==> src/rtl/dmem_arbiter.sv <==
// Two-port round-robin arbiter/sequencer in front of a single-port data memory.
// Each access runs grant -> one memory cycle -> response. Out-of-range word
// addresses are flagged and never write the memory.
module dmem_arbiter #(
  parameter int ADDR_W = 32,
  parameter int DATA_W = 32,
  parameter int DEPTH  = 1024
) (
  input  logic              clk,
  input  logic              rst,
  input  logic              req0,
  input  logic              we0,
  input  logic [ADDR_W-1:0] addr0,
  input  logic [DATA_W-1:0] wdata0,
  input  logic              req1,
  input  logic              we1,
  input  logic [ADDR_W-1:0] addr1,
  input  logic [DATA_W-1:0] wdata1,
  output logic              gnt0,
  output logic              gnt1,
  output logic              rvalid0,
  output logic              rvalid1,
  output logic              rerr0,
  output logic              rerr1,
  output logic [DATA_W-1:0] rdata0,
  output logic [DATA_W-1:0] rdata1,
  output logic              mem_write_en,
  output logic [ADDR_W-1:0] mem_access_addr,
  output logic [DATA_W-1:0] mem_write_data,
  input  logic [DATA_W-1:0] mem_read_data
);

  typedef enum logic [1:0] {IDLE, ACCESS, RESP} state_t;

  // One extra bit so the range check never wraps, whatever DEPTH is.
  localparam logic [ADDR_W:0] DEPTH_X = (ADDR_W+1)'(DEPTH);

  state_t              state, state_nxt;
  logic                last_port;
  logic                port_q;
  logic                we_q;
  logic [ADDR_W-1:0]   addr_q;
  logic [DATA_W-1:0]   wdata_q;
  logic                in_range;
  logic                any_req;
  logic                win;
  logic                grant;
  logic [DATA_W-1:0]   cap_data;

  assign in_range = {1'b0, addr_q} < DEPTH_X;
  assign any_req  = req0 | req1;
  // On a tie the port that did not win last time takes it.
  assign win      = (req0 & req1) ? ~last_port : req1;
  // Reads in range return memory data; writes and bad addresses return zero.
  assign cap_data = (!we_q && in_range) ? mem_read_data : '0;

  // Next state, grant and memory/response strobes.
  always_comb begin
    state_nxt       = state;
    grant           = 1'b0;
    gnt0            = 1'b0;
    gnt1            = 1'b0;
    rvalid0         = 1'b0;
    rvalid1         = 1'b0;
    rerr0           = 1'b0;
    rerr1           = 1'b0;
    mem_write_en    = 1'b0;
    mem_access_addr = '0;
    mem_write_data  = '0;
    case (state)
      IDLE, RESP: begin
        if (state == RESP) begin
          rvalid0 = ~port_q;
          rvalid1 = port_q;
          rerr0   = ~port_q & ~in_range;
          rerr1   = port_q & ~in_range;
        end
        // Grant is combinational; gate by reset so outputs drop immediately.
        if (any_req && !rst) begin
          grant     = 1'b1;
          gnt0      = ~win;
          gnt1      = win;
          state_nxt = ACCESS;
        end else begin
          state_nxt = IDLE;
        end
      end
      ACCESS: begin
        mem_access_addr = addr_q;
        if (we_q) begin
          mem_write_data = wdata_q;
          mem_write_en   = in_range;
        end
        state_nxt = RESP;
      end
      default: state_nxt = IDLE;
    endcase
  end

  // State register.
  always_ff @(posedge clk or posedge rst) begin
    if (rst) state <= IDLE;
    else     state <= state_nxt;
  end

  // Latch the winning request and remember who won.
  always_ff @(posedge clk or posedge rst) begin
    if (rst) begin
      last_port <= 1'b1;
      port_q    <= 1'b0;
      we_q      <= 1'b0;
      addr_q    <= '0;
      wdata_q   <= '0;
    end else if (grant) begin
      last_port <= win;
      port_q    <= win;
      we_q      <= win ? we1 : we0;
      addr_q    <= win ? addr1 : addr0;
      wdata_q   <= win ? wdata1 : wdata0;
    end
  end

  // Capture response data at the end of the memory cycle; held until next response.
  always_ff @(posedge clk or posedge rst) begin
    if (rst) begin
      rdata0 <= '0;
      rdata1 <= '0;
    end else if (state == ACCESS) begin
      if (port_q) rdata1 <= cap_data;
      else        rdata0 <= cap_data;
    end
  end

endmodule
==> config.mk <==
export PLATFORM = sky130hd
export DESIGN_NAME = dmem_arbiter
export DESIGN_NICKNAME = d
export VERILOG_FILES = /design/src/rtl/dmem_arbiter.sv
export SDC_FILE = /design/constraint.sdc
export NUM_CORES = 1
export LEC_CHECK = 0
export BUFFER_PORTS_ARGS = -buffer_cell sky130_fd_sc_hd__buf_2
export CORE_UTILIZATION = 43
export CTS_CLUSTER_SIZE = 40
export DETAILED_ROUTE_END_ITERATION = 16
export PLACE_DENSITY_LB_ADDON = 0.15
export SLEW_MARGIN = 20
export SYNTH_ARGS = -nofsm -noshare
export SYNTH_HDL_FRONTEND = slang
export SYNTH_SLANG_ARGS = --single-unit
==> constraint.sdc <==
create_clock -name clk -period 4.06 [get_ports clk]
set_input_delay 0.406 -clock clk [delete_from_list [all_inputs] [get_ports clk]]
set_output_delay 0.406 -clock clk [all_outputs]
set_load 0.01 [all_outputs]
# Word level (Yosys, flattened, before mapping)
# Index checks and enable logic that the tools add are counted.
# word_totals
regBits	133
input_bits	166
elab_cells	53
out_inout_bits	135
# op_classes
n_eq_ne	2
n_mux	26
magnitude_cmp	1
bitwise	8
reduce_logical	8
# ops
operator	count
$mux W32	6
$lt A32 B11 Y1 const B	1
$mux W1	19
$not A1 Y1	4
$pmux W2 S2	1
$reduce_and A2 Y1	2
$and A1 B1 Y1	3
$eq A2 B1 Y1 const B	1
$eq A2 B2 Y1 const B	1
$logic_and A1 B1 Y1	2
$logic_not A1 Y1	2
$logic_not A2 Y1	1
$reduce_or A2 Y1	1
$or A1 B1 Y1	1

# Logic depth before layout (Yosys ltp)
# Gate-level depths: netlist of run 1.
# depth
ltp_word	5
depth_mapped	6

# Worst setup path after synthesis of run 1
# Ideal clock, no wire load.
# synth_path
kind	register to output
from	reg addr_q[24]
to	out mem_write_en
arrival_ns	1.502
slack_ns	2.152
stages_incl_launch_ff	6
required_time_ns	3.654
path_buffers	2
cell_sequence	dfrtp_1 > nor4_2 > nand2_1 > buf_2 > buf_1 > nor3_1
# synth_between
elab_chain_cells	3
# synth_lines
item	line_no	source
from (decl)	42	logic [ADDR_W-1:0] addr_q;
from (signal assigned)	118	addr_q <= win ? addr1 : addr0;
$lt A32 B11 Y1	50	assign in_range = {1'b0, addr_q} < DEPTH_X;
$mux W1	90	if (we_q) begin
$mux W1	70	case (state)
to (decl)	27	output logic mem_write_en,
# No other way between the ends.

# Final worst setup path of run 1
# layout_path
from	reg addr_q[11]
to	out mem_write_en
# Same word-level chain as after synthesis.

==> results of run 1 <==
worst max path at each step:
stage | slack [ns] | cells after the start | startpoint | endpoint
5_1_grt | 1.04 | 5 | addr_q[11] | mem_write_en
4_1_cts | 1.26 | 5 | addr_q[11] | mem_write_en
2_1_floorplan | 0.10 | 1 | rst | addr_q[0]
3_5_place_dp | 1.67 | 5 | rst | wdata_q[12]
3_3_place_gp | 1.66 | 5 | addr_q[12] | mem_write_en
6_report | 1.27 | 5 | addr_q[11] | mem_write_en
synthesized netlist by cell type, drive strengths merged (2+ instances only):
master	count	area (µm²)
clkbuf	37	139
nor2	3	13.8
nor4	5	37.5
and3	32	200
nand2	66	248
nor3b	2	20.0
nand2b	32	200
a221o	65	651
a21o	2	15.0
o41ai	64	928
or2	2	12.5
dfrtp	132	3300
o21a	65	488
and2	33	206
a21boi	2	15.0
inv	2	7.51
buf	34	210
registers in the layout, indices dropped and copies added (netlist names):
register and cells:
addr_q 32, rdata0 32, rdata1 32, wdata_q 32, state 2, last_port 1
port_q 1, we_q 1
through the flow:
stage                     hold slack [ns]  area, µm²
after floorplan                     0.494       6780
after global placement              0.450       8340
after detailed placement            0.459       8340
after CTS                           0.193       9030
after global routing               0.0954       9060
final                              0.0634       9060
per-layer routing:
layer  wire (µm)  vias up  track usage
met5           0        -            0
met4         529        0        0.105
met3        1330       38       0.0687
met2       10100      250        0.424
met1        8640     2974        0.315
li1            -     2768            -
final cells by class:
cell class                 instances  area (µm²)
fill                            1362        6260
sequential                       133        3330
antenna                            2        5.00
multi-input combinational        381        3130
timing repair buffer             314        1630
clock buffer                      20         467
clock inverter                    12         224
tap                              211         264
inverter                           2        12.5
where the power goes:
| part | total (mW) | switching (mW) | internal [mW] | leakage (nW) |
|---|---|---|---|---|
| sequential | 1.60 | 0.119 | 1.48 | 1.74 |
| combinational | 0.754 | 0.403 | 0.350 | 2.73 |
| clock | 1.79 | 0.587 | 1.20 | 0.336 |
| total | 4.14 | 1.11 | 3.03 | 4.81 |
kinds of logic after synthesis:
group	after synthesis
simple gates	182
compound gates	199
flops	133
buf+inv	73
placed cells by master (no fill, tap or decap), types with 2 or more instances in the layout:
cell type,Yosys,routed
a21boi_0,2,2
dfrtp_1,132,132
and2_1,33,33
clkbuf_16,0,17
bufinv_16,0,6
buf_2,21,300
nand2b_1,32,32
nor4_1,4,4
and3_1,32,32
a221o_1,65,65
buf_4,5,13
nand2_1,66,65
nor2_4,0,2
clkinv_2,0,2
clkinv_4,0,4
o41ai_1,15,15
o41ai_2,49,49
diode_2,0,2
o21a_1,65,65
or2_2,1,2
a21o_1,2,2
clkbuf_8,0,3
==> results.py, run 1 <==
metrics = {
    "run_status": {
        "outcome": "completed",
    },
    "floorplan": {
        "dieWidth_um": 128,
        "rows": 45,
        "io_pins": 301,
        "die_area_um2": 16300,
        "initial_core_util": 0.443,
        "core_um2": 15300,
        "die_y_um": 128,
    },
    "yosys": {
        "ys.flop_type": "dfrtp_1",
        "async_flop_share": 1.00,
        "syn-cell-area_um2": 6780,
        "synth_cells": 587,
        "synthAdderAreaFrac": 0,
        "synth-edff-count": 0,
        "yosys-mux-area-fraction": 0,
        "synth.yosys.seq_area_share": 0.491,
        "synth_xor_area_frac": 0,
        "synth_compound_area_frac": 0.311,
        "avgSynthCellArea_um2": 11.6,
        "synth_top_family_by_area": "compound AO/OA/AOI/OAI gates",
        "synth_simple_gate_area_frac": 0.146,
        "yosys_register_bits": 133,
        "synth-warning-count": 0,
        "ys_types": 34,
        "syn_nets": 753,
    },
    "routing": {
        "ant_nets": 0,
        "wl_mm": 20.6,
        "vias_per_cell": 5.61,
        "drt_iter0_markers": 386,
        "num_vias": 6030,
        "first_pass_iters": 5,
        "wl_per_cell_um": 19.1,
        "drc": 0,
    },
    "clocking": {
        "cts_resized": 0,
        "numCtsBuffers": 17,
        "postCtsSetupBuffers": 0,
        "htree_levels": 4,
        "ctsRootBufferMaster": "clkbuf_16",
        "clkSinkCount": 133,
        "ctsHoldBuffers": 0,
        "cts_tree": "done",
        "clk_transition_reported_paths_ns": 0.06,
        "cts_buffer_depth": 2,
        "clock_latency_ns": 0.42,
    },
    "critical_path": {
        "crit_type": "reg2out",
        "ff2ff_setup_slack_ns": 1.74,
        "path_buf_inv": 2,
        "path_max_fanout": 65,
        "cp.required_ns": 3.65,
        "r2r_cells": 4,
        "cp-start-kind": "register",
        "crit_family": "simple AND/OR/NAND/NOR gates",
        "cp_cell_sequence": "nor4_1, nand4_1, buf_4, nor3_1, buf_2",
        "r2r-end": "addr_q[5]",
        "slowest_delay_ns": 0.44,
        "setup.worst_path.end_class": "output port",
        "arrival_ns": 2.38,
        "crit_path_top_delay_cell": "nor4_1",
        "reg2reg_from": "state[0]",
    },
    "sta": {
        "period_share": 0.687,
        "setup_slack_ns": 1.27,
        "slew_viol_final": 0,
        "fmax_ghz": 0.359,
        "finalSetupTns_ns": 0,
        "worst_slew_margin_rel": 0.349,
        "setup_viol": 0,
        "hold_viol": 0,
        "min_period_ns": 2.79,
        "fin_skew_ns": 0.00858,
        "rsz0062_at_grt": "no",
        "worst_slew_pin_slew_ns": 0.977,
    },
    "placed_design": {
        "post-dp-hpwl_mm": 13.7,
        "pre_cts_ws_ns": 1.67,
        "dp_cells": 1040,
        "gp_congestion": 0.876,
        "portBuffers": 300,
    },
    "finish": {
        "nets": 1015,
        "drive_gt1_frac": 0.472,
        "final_core_util": 0.592,
        "fin_cells": 1075,
        "area_growth_pct": 33.6,
    },
    "power_and_ir_drop": {
        "power_leakage_nw": 4.81,
        "p_total_mw": 4.14,
        "ir_worst_vdd_uv": 299,
        "powerDensity_nw_per_um2": 457,
    },
    "flow_run": {
        "maxCapViolations": 0,
    },
    "min_path": {
        "hp-class": "in2async",
    },
    "grt": {
        "grt_pass1_vias": 6124,
        "grt_pass1_wl_mm": 32.1,
        "groute.usage.overall": 0.255,
        "grt_max_degree": 111,
        "antenna_found_initial": 2,
        "grt_overflow": 0,
    },
}
Power figures use the tool's default switching activity.
==> run 2, diff against run 1 <==
- ABC_AREA: default -> 1
- CORE_UTILIZATION: 43 -> 47
- clock period: 4.06 -> 2.6 ns (I/O delays scaled with it)
==> run 2 against run 1 <==
Via count is 6.1% higher. Count of clock-buffer cells in the layout rose by 4. Critical path type unchanged. Power increased by 43%. Largest cell class unchanged. Wire length shrank 8.4%.
==> results.py, run 2 <==
metrics = {
    "run_status": {
        "outcome": "completed",
    },
    "sta": {
        "worst_slew_pin_slew_ns": 0.765,
        "finalSetupTns_ns": 0,
        "setup_viol": 0,
        "hold_viol": 0,
        "rsz0062_at_grt": "no",
        "min_period_ns": 2.30,
        "period_share": 0.885,
        "fin_skew_ns": 0.00537,
        "worst_slew_margin_rel": 0.490,
        "fmax_ghz": 0.435,
        "hold_slack_ns": 0.0546,
        "slew_viol_final": 0,
    },
    "yosys": {
        "synth.most_common_cell": "nand2_1",
        "syn-cell-area_um2": 6280,
        "synth_top_area_frac": 0.526,
        "synth.yosys.seq_area_share": 0.530,
        "yosysTopAreaCell": "dfrtp_1",
        "synth-edff-count": 0,
        "ys.flop_type": "dfrtp_1",
        "ys_types": 21,
        "synth_cells": 788,
        "netlist_top_cells_count": "337 x nand2_1, 132 x dfrtp_1, 79 x nor2_1, 64 x nand4_1, 37 x inv_1",
        "syn_nets": 954,
        "avgSynthCellArea_um2": 7.97,
        "synthTopCellsByArea": "dfrtp_1 53%, nand2_1 20%, nand4_1 6.4%",
        "synth-warning-count": 0,
        "yosys_register_bits": 133,
        "async_flop_share": 1.00,
    },
    "routing": {
        "ant_nets": 0,
        "num_vias": 6399,
        "wl_mm": 18.8,
        "wl_per_cell_um": 15.0,
        "drc": 0,
        "drt_iter0_markers": 517,
        "vias_per_cell": 5.11,
        "first_pass_iters": 6,
    },
    "critical_path": {
        "setup.worst_path.end_class": "output port",
        "crit_path_top_delay_cell": "buf_4",
        "crit_start": "state[0]",
        "arrival_ns": 2.04,
        "cp.depth": 6,
        "reg2reg_from": "state[0]",
        "crit_top_cell": "inv_2",
        "r2r_cells": 7,
        "cp-start-kind": "register",
        "r2r-end": "rdata1[6]",
        "ff2ff_setup_slack_ns": 0.71,
        "slowest_delay_ns": 0.57,
        "cp_cell_sequence": "inv_2, nor2_4, inv_2, buf_4, nor2_1, buf_2",
        "path_buf_inv": 4,
        "path_max_fanout": 64,
        "cp.required_ns": 2.34,
        "crit_type": "reg2out",
        "crit_family": "buffers and inverters",
        "crit_end": "mem_write_data[19]",
    },
    "min_path": {
        "hp-class": "in2reg",
    },
    "clocking": {
        "clkSinkCount": 133,
        "postCtsSetupBuffers": 0,
        "clock_latency_ns": 0.41,
        "clk_transition_reported_paths_ns": 0.05,
        "ctsRootBufferMaster": "clkbuf_16",
        "cts_buffer_depth": 2,
        "htree_levels": 4,
        "ctsHoldBuffers": 0,
        "cts_resized": 0,
        "numCtsBuffers": 17,
        "cts_tree": "done",
    },
    "finish": {
        "fillCellCount": 1135,
        "final_common_cell": "nand2_1",
        "nets": 1233,
        "area_growth_pct": 35.1,
        "drive_gt1_frac": 0.337,
        "layout.cells.most_common_list": "337 x nand2_1, 300 x buf_2, 132 x dfrtp_1",
    },
    "grt": {
        "grt_overflow": 0,
        "antenna_found_initial": 1,
        "grt_pass1_wl_mm": 30.0,
        "grt_max_degree": 84,
        "groute.usage.overall": 0.275,
        "grt_pass1_vias": 5981,
    },
    "power_and_ir_drop": {
        "p_sw_mw": 1.62,
        "p_clk_frac": 0.418,
        "seqPwrFrac": 0.412,
        "ir_worst_vdd_uv": 462,
        "powerDensity_nw_per_um2": 698,
        "p_total_mw": 5.92,
        "power.share.switching": 0.273,
        "pwr-share-comb": 0.170,
        "power_leakage_nw": 4.85,
        "p_int_mw": 4.30,
    },
    "floorplan": {
        "initial_core_util": 0.490,
        "core_um2": 12800,
        "dieWidth_um": 118,
        "rows": 41,
        "io_pins": 301,
        "die_y_um": 118,
        "die_area_um2": 13800,
    },
    "flow_run": {
        "maxCapViolations": 0,
    },
    "placed_design": {
        "post-dp-hpwl_mm": 13.0,
        "gp_congestion": 0.823,
        "portBuffers": 300,
    },
}
run 2: cell count changes after synthesis, sizes merged, moves of 33 or more:
cell    change
o21a       -65
nand4      +63
nand2     +271
o211ai     +33
inv        +42
a221o      -65
nor2       +82
and2       -33
o41ai      -64
run 2: cell families (layout without fill, tap and decap cells):
group | after synthesis | after routing | synth area share
AND/OR/NAND/NOR | 519 | 520 | 0.353
buffers and inverters | 101 | 392 | 0.0759
AO/OA/AOI/OAI | 35 | 35 | 0.0416
flip-flops | 133 | 133 | 0.530
other | 0 | 1 | 0
run 2: cell type report:
type / instances / area (µm²) / share of cell area
timing repair buffer: 316 / 1650 / 0.194
sequential: 133 / 3330 / 0.392
clock buffer: 24 / 502 / 0.0591
multi-input combinational: 555 / 2500 / 0.294
clock inverter: 8 / 120 / 0.0142
tap: 172 / 215 / 0.0254
antenna: 1 / 2.50 / 0.000295
inverter: 44 / 173 / 0.0203
run 2: worst min path at each step:
stage                     startpoint           to  slack [ns]  cells after the start
after floorplan            wdata0[0]   wdata_q[0]        0.38                      2
after global placement    rdata1[18]   rdata1[18]        0.46                      2
after detailed placement   rdata0[8]    rdata0[8]        0.46                      2
after CTS                  wdata1[6]   wdata_q[6]        0.04                      3
after global routing      wdata1[18]  wdata_q[18]        0.04                      3
final                      wdata1[2]   wdata_q[2]        0.05                      3
run 2: metrics by stage:
step                utilization  setup slack [ns]  std cells  cell area (µm²)
finish                    0.662             0.299       1253             8490
global route              0.662             0.133       1253             8490
CTS                       0.660            0.0786       1249             8460
detailed placement        0.611             0.522       1217             7840
global placement          0.611             0.466       1217             7840
floorplan                     -             0.251        788             6290
run 2: tightest hold or removal path: stages:
cell,delay [ns]
buf_2,0.07
nand2_1,0.04
nand3_1,0.05
run 2: routing by layer:
layer	global-route usage	vias up	part of all wire	wire length (µm)
met4	0.116	0	0.025	467
met1	0.352	3023	0.42	7860
met3	0.0664	32	0.064	1210
li1	-	3090	-	-
met5	0	-	0	0
met2	0.443	254	0.49	9290
run 2: power groups by stage:
| stage | Combinational (mW) | Sequential, mW | Clock (mW) |
|---|---|---|---|
| after global placement | 1.01 | 2.46 | 0 |
| final | 1.00 | 2.44 | 2.48 |
| after floorplan | 0.650 | 2.43 | 0 |
| after CTS | 1.01 | 2.44 | 2.52 |
| after global routing | 1.13 | 2.47 | 2.62 |
| after detailed placement | 1.01 | 2.47 | 0 |
